===== src/rtl/branch_predictor_pkg.sv =====
// -----------------------------------------------------------------------------
// branch_predictor_pkg
// Shared types and helpers for fetch-side branch prediction:
//   - ctr_e         : 2-bit saturating direction counter encoding
//   - btb_entry_t   : one branch target buffer entry
//   - ctr_next()    : saturating counter update, reusable by other predictors
// -----------------------------------------------------------------------------
package branch_predictor_pkg;

   // Widest tag any legal configuration can need (IDX_W >= 1, 32-bit PC,
   // two byte-offset bits). Narrower tags are stored zero-extended.
   localparam int MAX_TAG_W = 29;

   typedef logic [MAX_TAG_W-1:0] btb_tag_t;

   typedef enum logic [1:0] {
      CTR_SNT = 2'b00,  // strongly not taken
      CTR_WNT = 2'b01,  // weakly not taken
      CTR_WT  = 2'b10,  // weakly taken
      CTR_ST  = 2'b11   // strongly taken
   } ctr_e;

   typedef struct packed {
      logic        valid;
      btb_tag_t    tag;
      logic [31:0] target;
      ctr_e        ctr;
   } btb_entry_t;

   localparam btb_entry_t BTB_ENTRY_RESET = '{
      valid:  1'b0,
      tag:    '0,
      target: 32'h0000_0000,
      ctr:    CTR_WNT
   };

   // Move one step toward the observed direction, holding at either end.
   function automatic ctr_e ctr_next(input ctr_e ctr, input logic taken);
      ctr_e nxt;
      nxt = ctr;
      if (taken) begin
         case (ctr)
            CTR_SNT: nxt = CTR_WNT;
            CTR_WNT: nxt = CTR_WT;
            CTR_WT:  nxt = CTR_ST;
            default: nxt = CTR_ST;
         endcase
      end else begin
         case (ctr)
            CTR_ST:  nxt = CTR_WT;
            CTR_WT:  nxt = CTR_WNT;
            CTR_WNT: nxt = CTR_SNT;
            default: nxt = CTR_SNT;
         endcase
      end
      return nxt;
   endfunction

endpackage : branch_predictor_pkg


===== src/rtl/bpu_perf_counter.sv =====
// -----------------------------------------------------------------------------
// bpu_perf_counter
// Free-running 32-bit event counter with enable and synchronous clear.
// Wraps from 0xFFFFFFFF to 0; clear wins over enable.
//   clk      in   clock
//   clr_i    in   synchronous clear, active-high
//   en_i     in   count this cycle
//   count_o  out  registered count
// -----------------------------------------------------------------------------
module bpu_perf_counter (
   input  logic        clk,
   input  logic        clr_i,
   input  logic        en_i,
   output logic [31:0] count_o
);

   logic [31:0] count_q;
   logic [31:0] count_d;

   assign count_d = en_i ? count_q + 32'd1 : count_q;

   // NOTE: state registers use non-blocking (<=) so every flop samples the
   // pre-edge values; blocking here would create order-dependent simulation.
   always_ff @(posedge clk) begin
      if (clr_i) begin
         count_q <= 32'h0000_0000;
      end else begin
         count_q <= count_d;
      end
   end

   assign count_o = count_q;

endmodule : bpu_perf_counter


===== src/rtl/branch_predictor.sv =====
// -----------------------------------------------------------------------------
// branch_predictor
// Direct-mapped branch target buffer with 2-bit saturating counters. Predicts
// direction and target for the fetch PC combinationally, is trained by the
// resolved branch from EXE, and counts branches and mispredictions.
//   clk              in   clock
//   rst              in   synchronous reset, active-high
//   IF_PC            in   fetch PC to predict
//   IF_Hit           out  valid entry with matching tag
//   IF_PredTaken     out  hit and counter predicts taken
//   IF_PredTarget    out  stored target when predicted taken, else IF_PC + 4
//   EXE_Update       in   a branch resolved in EXE this cycle
//   EXE_PC           in   PC of the resolved branch
//   EXE_Taken        in   actual direction
//   EXE_Target       in   actual target
//   EXE_PredTaken    in   prediction made for this branch in IF
//   PerfBranches     out  resolved branch count
//   PerfMispredicts  out  mispredicted branch count
// -----------------------------------------------------------------------------
module branch_predictor
   import branch_predictor_pkg::*;
#(
   parameter int ENTRIES = 16,
   parameter int TAG_W   = 8
) (
   input  logic        clk,
   input  logic        rst,
   input  logic [31:0] IF_PC,
   output logic        IF_Hit,
   output logic        IF_PredTaken,
   output logic [31:0] IF_PredTarget,
   input  logic        EXE_Update,
   input  logic [31:0] EXE_PC,
   input  logic        EXE_Taken,
   input  logic [31:0] EXE_Target,
   input  logic        EXE_PredTaken,
   output logic [31:0] PerfBranches,
   output logic [31:0] PerfMispredicts
);

   localparam int IDX_W = $clog2(ENTRIES);

   // ---------------------------------------------------------------------------
   // Entry array (flops: lookup is asynchronous and reset clears every entry)
   // ---------------------------------------------------------------------------
   btb_entry_t table_q [ENTRIES];

   // ---------------------------------------------------------------------------
   // Fetch-side lookup
   // ---------------------------------------------------------------------------
   logic [IDX_W-1:0] if_idx;
   btb_tag_t         if_tag;
   btb_entry_t       if_entry;

   assign if_idx   = IF_PC[IDX_W+1:2];
   assign if_tag   = btb_tag_t'(IF_PC[IDX_W+TAG_W+1:IDX_W+2]);
   assign if_entry = table_q[if_idx];

   assign IF_Hit        = if_entry.valid && (if_entry.tag == if_tag);
   assign IF_PredTaken  = IF_Hit && if_entry.ctr[1];
   assign IF_PredTarget = IF_PredTaken ? if_entry.target : IF_PC + 32'd4;

   // ---------------------------------------------------------------------------
   // EXE-side training
   // ---------------------------------------------------------------------------
   logic [IDX_W-1:0] exe_idx;
   btb_tag_t         exe_tag;
   btb_entry_t       exe_entry;
   logic             exe_hit;
   btb_entry_t       entry_d;
   logic             entry_we;

   assign exe_idx   = EXE_PC[IDX_W+1:2];
   assign exe_tag   = btb_tag_t'(EXE_PC[IDX_W+TAG_W+1:IDX_W+2]);
   assign exe_entry = table_q[exe_idx];
   assign exe_hit   = exe_entry.valid && (exe_entry.tag == exe_tag);

   // NOTE: every always_comb output gets a default before any branching;
   // a path that leaves one unassigned would infer a latch.
   always_comb begin
      entry_d  = exe_entry;
      entry_we = 1'b0;
      if (EXE_Update) begin
         if (exe_hit) begin
            entry_we    = 1'b1;
            entry_d.ctr = ctr_next(exe_entry.ctr, EXE_Taken);
            if (EXE_Taken) begin
               entry_d.target = EXE_Target;
            end
         end else if (EXE_Taken) begin
            // Taken miss allocates, evicting whatever alias held this slot.
            entry_we       = 1'b1;
            entry_d.valid  = 1'b1;
            entry_d.tag    = exe_tag;
            entry_d.target = EXE_Target;
            entry_d.ctr    = CTR_WT;
         end
      end
   end

   // NOTE: this array must be reset entry by entry because stale valid bits
   // would produce false hits; that is also why it cannot map onto block RAM.
   always_ff @(posedge clk) begin
      if (rst) begin
         for (int i = 0; i < ENTRIES; i++) begin
            table_q[i] <= BTB_ENTRY_RESET;
         end
      end else if (entry_we) begin
         table_q[exe_idx] <= entry_d;
      end
   end

   // ---------------------------------------------------------------------------
   // Performance counters
   // ---------------------------------------------------------------------------
   logic mispredict;

   assign mispredict = EXE_Update && (EXE_Taken != EXE_PredTaken);

   bpu_perf_counter u_perf_branches (
      .clk     (clk),
      .clr_i   (rst),
      .en_i    (EXE_Update),
      .count_o (PerfBranches)
   );

   bpu_perf_counter u_perf_mispredicts (
      .clk     (clk),
      .clr_i   (rst),
      .en_i    (mispredict),
      .count_o (PerfMispredicts)
   );

   // Byte-offset bits and bits above the tag take no part in lookup.
   logic unused_pc_bits;
   assign unused_pc_bits = ^{IF_PC, EXE_PC};

endmodule : branch_predictor


===== config.mk =====
export PLATFORM = sky130hd
export DESIGN_NAME = branch_predictor
export DESIGN_NICKNAME = d
export VERILOG_FILES = /design/src/rtl/branch_predictor_pkg.sv /design/src/rtl/bpu_perf_counter.sv /design/src/rtl/branch_predictor.sv
export SDC_FILE = /design/constraint.sdc
export NUM_CORES = 2
export LEC_CHECK = 0
export BUFFER_PORTS_ARGS = -buffer_cell sky130_fd_sc_hd__buf_2
export CORE_MARGIN = 4
export CORE_UTILIZATION = 30
export DETAILED_ROUTE_END_ITERATION = 10
export PLACE_DENSITY = 0.52
export SLEW_MARGIN = 0
export SYNTH_ARGS = -nofsm -noshare
export SYNTH_HDL_FRONTEND = slang
export SYNTH_SLANG_ARGS = --single-unit

===== constraint.sdc =====
create_clock -name clk -period 6.4 [get_ports clk]
set_input_delay 0.32 -clock clk [delete_from_list [all_inputs] [get_ports clk]]
set_output_delay 0.32 -clock clk [all_outputs]
set_load 0.01 [all_outputs]

# == Word level (Yosys, flattened, before mapping) ==
# Memory sizes are Yosys's and may differ from the RTL's.
# Cells that the tools add are included.
# classes
add_sub_neg,3
n_eq_ne,6
muxes,20
reduce_logical,6
# ops
cell,count
64-bit 2-to-1 mux,3
32-bit by 1-bit adder with 32-bit output (second input constant),2
32-bit 2-to-1 mux,2
64-bit OR reduction,1
29-bit by 8-bit == test with 1-bit output,2
34-bit 2-to-1 mux,1
32-bit by 3-bit adder with 32-bit output (second input constant),1
30-bit 2-to-1 mux,1
1-bit 2-to-1 mux,9
2-bit case mux with 2 select lines,2
2-bit == test (second input constant),2
1-bit logical AND,4
4-bit 2-to-1 mux,1
2-bit by 1-bit == test with 1-bit output (second input constant),1
2-bit zero test,1
2-bit 2-to-1 mux,1
1-bit inequality test,1
# word_totals
ff_bits,64
ramBits,1024
in_bits,101
output_inout_bits,98
word_cells,38
mem_count,1
# memory_table
name,words,width,read_ports,rd_ports_with_merged_regs,wr,line_no,rtl
table_q,16,64,2,0,16,branch_predictor.sv:46,btb_entry_t table_q [ENTRIES];

# == Logic depth before layout (Yosys ltp) ==
# An unclocked memory read counts as a cell.
# depth
depth_word,10
depth_mapped,18
mapped_depth_nobuf,9

# == Hierarchy ==
# From an unflattened synthesis, not the netlist that was laid out.
# unflattened
cells_unflattened,3462
area_unflattened_um2,51928.6
# by_module_without_submodules
mod,instances,cells_per_inst,area_each_um2,seq_area_each_um2
branch_predictor,1,3100,48800.6,30749.5
bpu_perf_counter,2,181,1564.0,640.6

# == Worst setup path after synthesis ==
# OpenSTA, ideal clock, no wires.
# synth_timing
kind,input port to flip-flop
start,in EXE_PC[5]
end,"mem table_q[12][0] (netlist bit), enable pin"
setup_ns,0.433
t_arrival_ns,4.453
required_ns,5.967
setup_slack_ns,1.514
cell_stages,11
n_path_buf,3
cell_sequence,buf_2 buf_1 mux4_2 mux2_2 xor2_1 a2111o_1 nor4_4 a21o_1 buf_6 nand4b_2 nand2b_1
# synth_rtl
element,line_no,rtl
from (decl),branch_predictor.sv:33,"input logic [31:0] EXE_PC,"
to (decl),branch_predictor.sv:46,

==> metrics.md <==
| Metric | Value |
|---|---|
| Outcome | complete, no violations |
| Clk_lat worst skew | 0.75 ns |
| Critical R2R Capture | table_q[11][58] |
| Crit path buffers/inverters | 2 |
| Syn_area_per_cell | approximately 15 sq um |
| Area occupied by multi-input gates | 19300 sq um |
| Biggest cell delay along the critical path | 0.82 ns |
| Main synth FF type | edfxtp_1 |
| Post-DP HPWL | ~94000 microns |
| Gate Count Post-Synth | between 3000 and 4000 |
| Post-CTS resize count | 0 |
| Critical path fanouts, max | 17 |
| Reg2reg path depth | 10 |
| Clock Power Share | between 40% and 50% |
| CP Class | flip-flop to output port |
| Share of cells above drive strength 1 | 24.4% |
| Crit. End Element | output port |
| Reg2reg setup slack | 1.86 ns |
| Cell Pwr Density | roughly 280 nW/um^2 |
| Startpoint Class | flip-flop |
| RSZ-0062 raised after global routing | false |
| Fmax | 184 MHz |
| Placer Congestion | around 0.79 |
| Asr flop ratio synth | 0% |
| Net Sw Frac | 23.9% |
| CTS Root Cell | clkbuf_16 |
| First-pass GRT wire length | 232000 microns |
| Fin crit period | 5.43 ns |
| Compound-Gate Fraction of Synth Area | 1.83% |
| Via/cell ratio | 5.11 |
| Rows | 151 |
| Rel. slew slack | ~16% |
| Simple-gate portion of the synthesized area | 10.6% |
| Vias in the first global route | roughly 32000 |
| Layout Skew | 0.0535 ns |
| Sequential Area | 32000 sq um |
| Antenna violations before repair | 11 |
| Chip height | ~420 microns |
| WP data required | roughly 6.1 ns |
| Die area | 178000 sq um |
| Post-Synth Adder-Cell Area | 0.0732% |
| Final-layout fill cell count | 16200 |
| XOR/XNOR share of the synthesized area | 1.67% |
| Slew Viols, Final | 0 |
| Leak pwr | about 0.021 uW |
| Final net count | between 3000 and 4000 |
| Critical Path, Cell by Cell | nor4_1, nand4_1, o21ai_0, o221ai_1, nand3b_1, nand4_1, nor4_2, and2_2, buf_4, mux2_2, buf_2 |
| Longest Clk Path Bufs | 3 |
| Reg2reg start | table_q[0][35] |
| Synthesized area | 51300 sq um |
| Total CTS buffers | 118 |
| Core Util, Final | between 30% and 40% |
| Synthesized flop and latch total | 1088 |
| Area leader, netlist | edfxtp_1 |
| Setup Viol. Count Final | 0 |
| P&R area growth vs syn | 17.6% |
| EDFF count, synth | 1024 |
| # placed instances | around 6000 |
| Class of the worst hold path | primary input to flip-flop |
| Critical path's most frequent cell | nand4_1 |
| Flop pwr share | 49.9% |
| Critical path arrival | about 5.1 ns |
| WL/cell | ~26 microns |
| Tcrit/Tclk final | 84.8% |
| CP max stage cell | and2_2 |
| Worst Tran Pin Value | 1.23 ns |
| Maximum VDD drop | 0.215 mV |
| Hold Path Cell Cnt | 3 |
| TritonCTS Sinks | 1088 |
| Htree depth | 3 |
| Critical Path Start | table_q[10][62] |
| Antenna Violating Nets Remaining | 0 |
| Ys Warns | 0 |
| Detailed Route Iter0 Violations | ~3200 |
| Post-synthesis cell type count | 74 |
| Post-route DRC | 0 |
| Grt ovf | 0 |
| Initial core utilization | 30.2% |
| Max Cap Viol | 0 |
| Setup TNS | 0 ns |
| Logic pwr share | about a tenth |
| CP delay by family, top | simple AND/OR/NAND/NOR gates |
| Int Power | 12700 uW |
| Switching pwr | 3990 uW |
| Layout Cells excl Fill | 6181 |
| Largest family of logic cells by synthesized area | multiplexers |
| Register area share after synthesis | 62.5% |
| Largest net degree at the start of global routing | 97 |
| Core area | between 150000 and 200000 sq um |
| Post-synthesis mux area share | 20.7% |
| Hold Path Sink | u_perf_branches.count_o[1] |
| Share of the synthesized area in the top cell type | between 50 and 60% |
| Critical hold path startpoint | EXE_Update |
| CTS tree | done |
| Synth top area cells | edfxtp_1, mux4_2, nor2_1 |
| Routed WL | 160000 microns |
| Total number of vias | roughly 32000 |
| Top Ports | ~200 |
| Final Hold Vio Count | 0 |
| Port buffer count | between 150 and 200 |
| Gr usage total | 17.7% |
| Drt pass-1 iters | 8 |
| Worst-path clk slew | roughly 0.060 ns |
| Chip width | 421 microns |
cells in the mapped netlist, drive strengths merged (5+ instances only):
| cell type | number |
|---|---|
| or3 | 14 |
| dfxtp | 64 |
| a22oi | 5 |
| nor4 | 66 |
| clkbuf | 68 |
| a311oi | 5 |
| buf | 190 |
| a31oi | 12 |
| nand4 | 43 |
| edfxtp | 1024 |
| o31ai | 5 |
| nor2 | 794 |
| or4 | 11 |
| xor2 | 44 |
| a211oi | 9 |
| o41ai | 5 |
| and2 | 10 |
| inv | 25 |
| a21oi | 27 |
| nand3 | 59 |
| nand2b | 38 |
| and3 | 19 |
| nand2 | 72 |
| nor4b | 12 |
| mux2 | 32 |
| o21ai | 30 |
| nor3 | 44 |
| xnor2 | 54 |
| mux2i | 74 |
| mux4 | 421 |
| nor2b | 8 |
| o211ai | 5 |
cells by family after synthesis:
| logic type | Yosys count |
|---|---|
| adders and majority gates | 3 |
| xor gates and xnor gates | 98 |
| and+or+nand+nor | 1206 |
| AOI/OAI and AO/OA | 138 |
| buffers and inverters | 285 |
| DFF | 1088 |
| muxes | 527 |
| other | 1 |
cells in the final DEF (no fill, tap or decap), drive strengths merged, types with 19 or more instances in the layout:
master	n
conb	336
nand3	59
dfxtp	64
edfxtp	1024
clkinv	50
nand4	43
buf	315
xnor2	54
xor2	44
nand2	72
nor2	794
mux2	32
o21ai	30
nor4	66
nand2b	38
mux4	421
a21oi	27
nor3	44
mux2i	74
clkbuf	148
and3	19
inv	31
area by class of cell:
type | count | area share [%]
clock buffer | 148 | 5.12
sequential | 1088 | 53.1
clock inverter | 69 | 1.11
inverter | 27 | 0.172
timing repair buffer | 319 | 3.85
antenna | 4 | 0.0166
multi-input combinational | 2308 | 32.0
tap | 2218 | 4.60
power by group through the flow:
stage                     registers, uW  logic, uW  clock network [uW]
after floorplan                    8420       1030                   0
after global placement             8450       1630                   0
after detailed placement           8460       1630                   0
after CTS                          8310       1640                6890
after global routing               8350       1730                7160
final                              8310       1630                6730
flip-flops by register name, summed over array words and instances, names as in the netlist:
name                        cells
table_q                      1024
u_perf_branches.count_o        32
u_perf_mispredicts.count_o     32
worst min-delay path: stages:
cell,delay (ns)
buf_2,0.22
mux2i_1,0.16
nor2_1,0.07
repair_timing:
action                    in CTS  in global routing
hold endpoints to repair      11                  0
buffers inserted               0                  0
hold buffers                   4                  0
worst max-delay path by stage:
stage                                    to  depth (start not counted)
final                     IF_PredTarget[22]                         11
after global routing      IF_PredTarget[15]                         11
after CTS                 IF_PredTarget[22]                         11
after detailed placement      table_q[6][8]                         13
after global placement     IF_PredTarget[4]                         12
after floorplan              table_q[12][0]                         11
layer usage:
layer  global-route usage [%]  vias up  wire [microns]
met2                     30.5     1228           80300
met4                     5.83        4            5050
li1                         -    13700               -
met1                     22.7    16300           63500
met3                     3.21      272           11100
met5                        0        -              25
stage by stage:
| step | power [uW] | setup WS (ns) | hold WS (ns) | instance area [sq um] |
|---|---|---|---|---|
| 6_report | 16700 | 0.973 | 0.0790 | 60300 |
| 5_1_grt | 17200 | 0.881 | 0.0680 | 60300 |
| 4_1_cts | 16800 | 0.980 | 0.0251 | 60300 |
| 3_5_place_dp | 10100 | 1.25 | 0.493 | 56500 |
| 3_3_place_gp | 10100 | 1.27 | 0.486 | 56500 |
| 2_1_floorplan | 9450 | 1.51 | 0.510 | 52500 |
No activity file was read; power rests on OpenSTA's default activity.
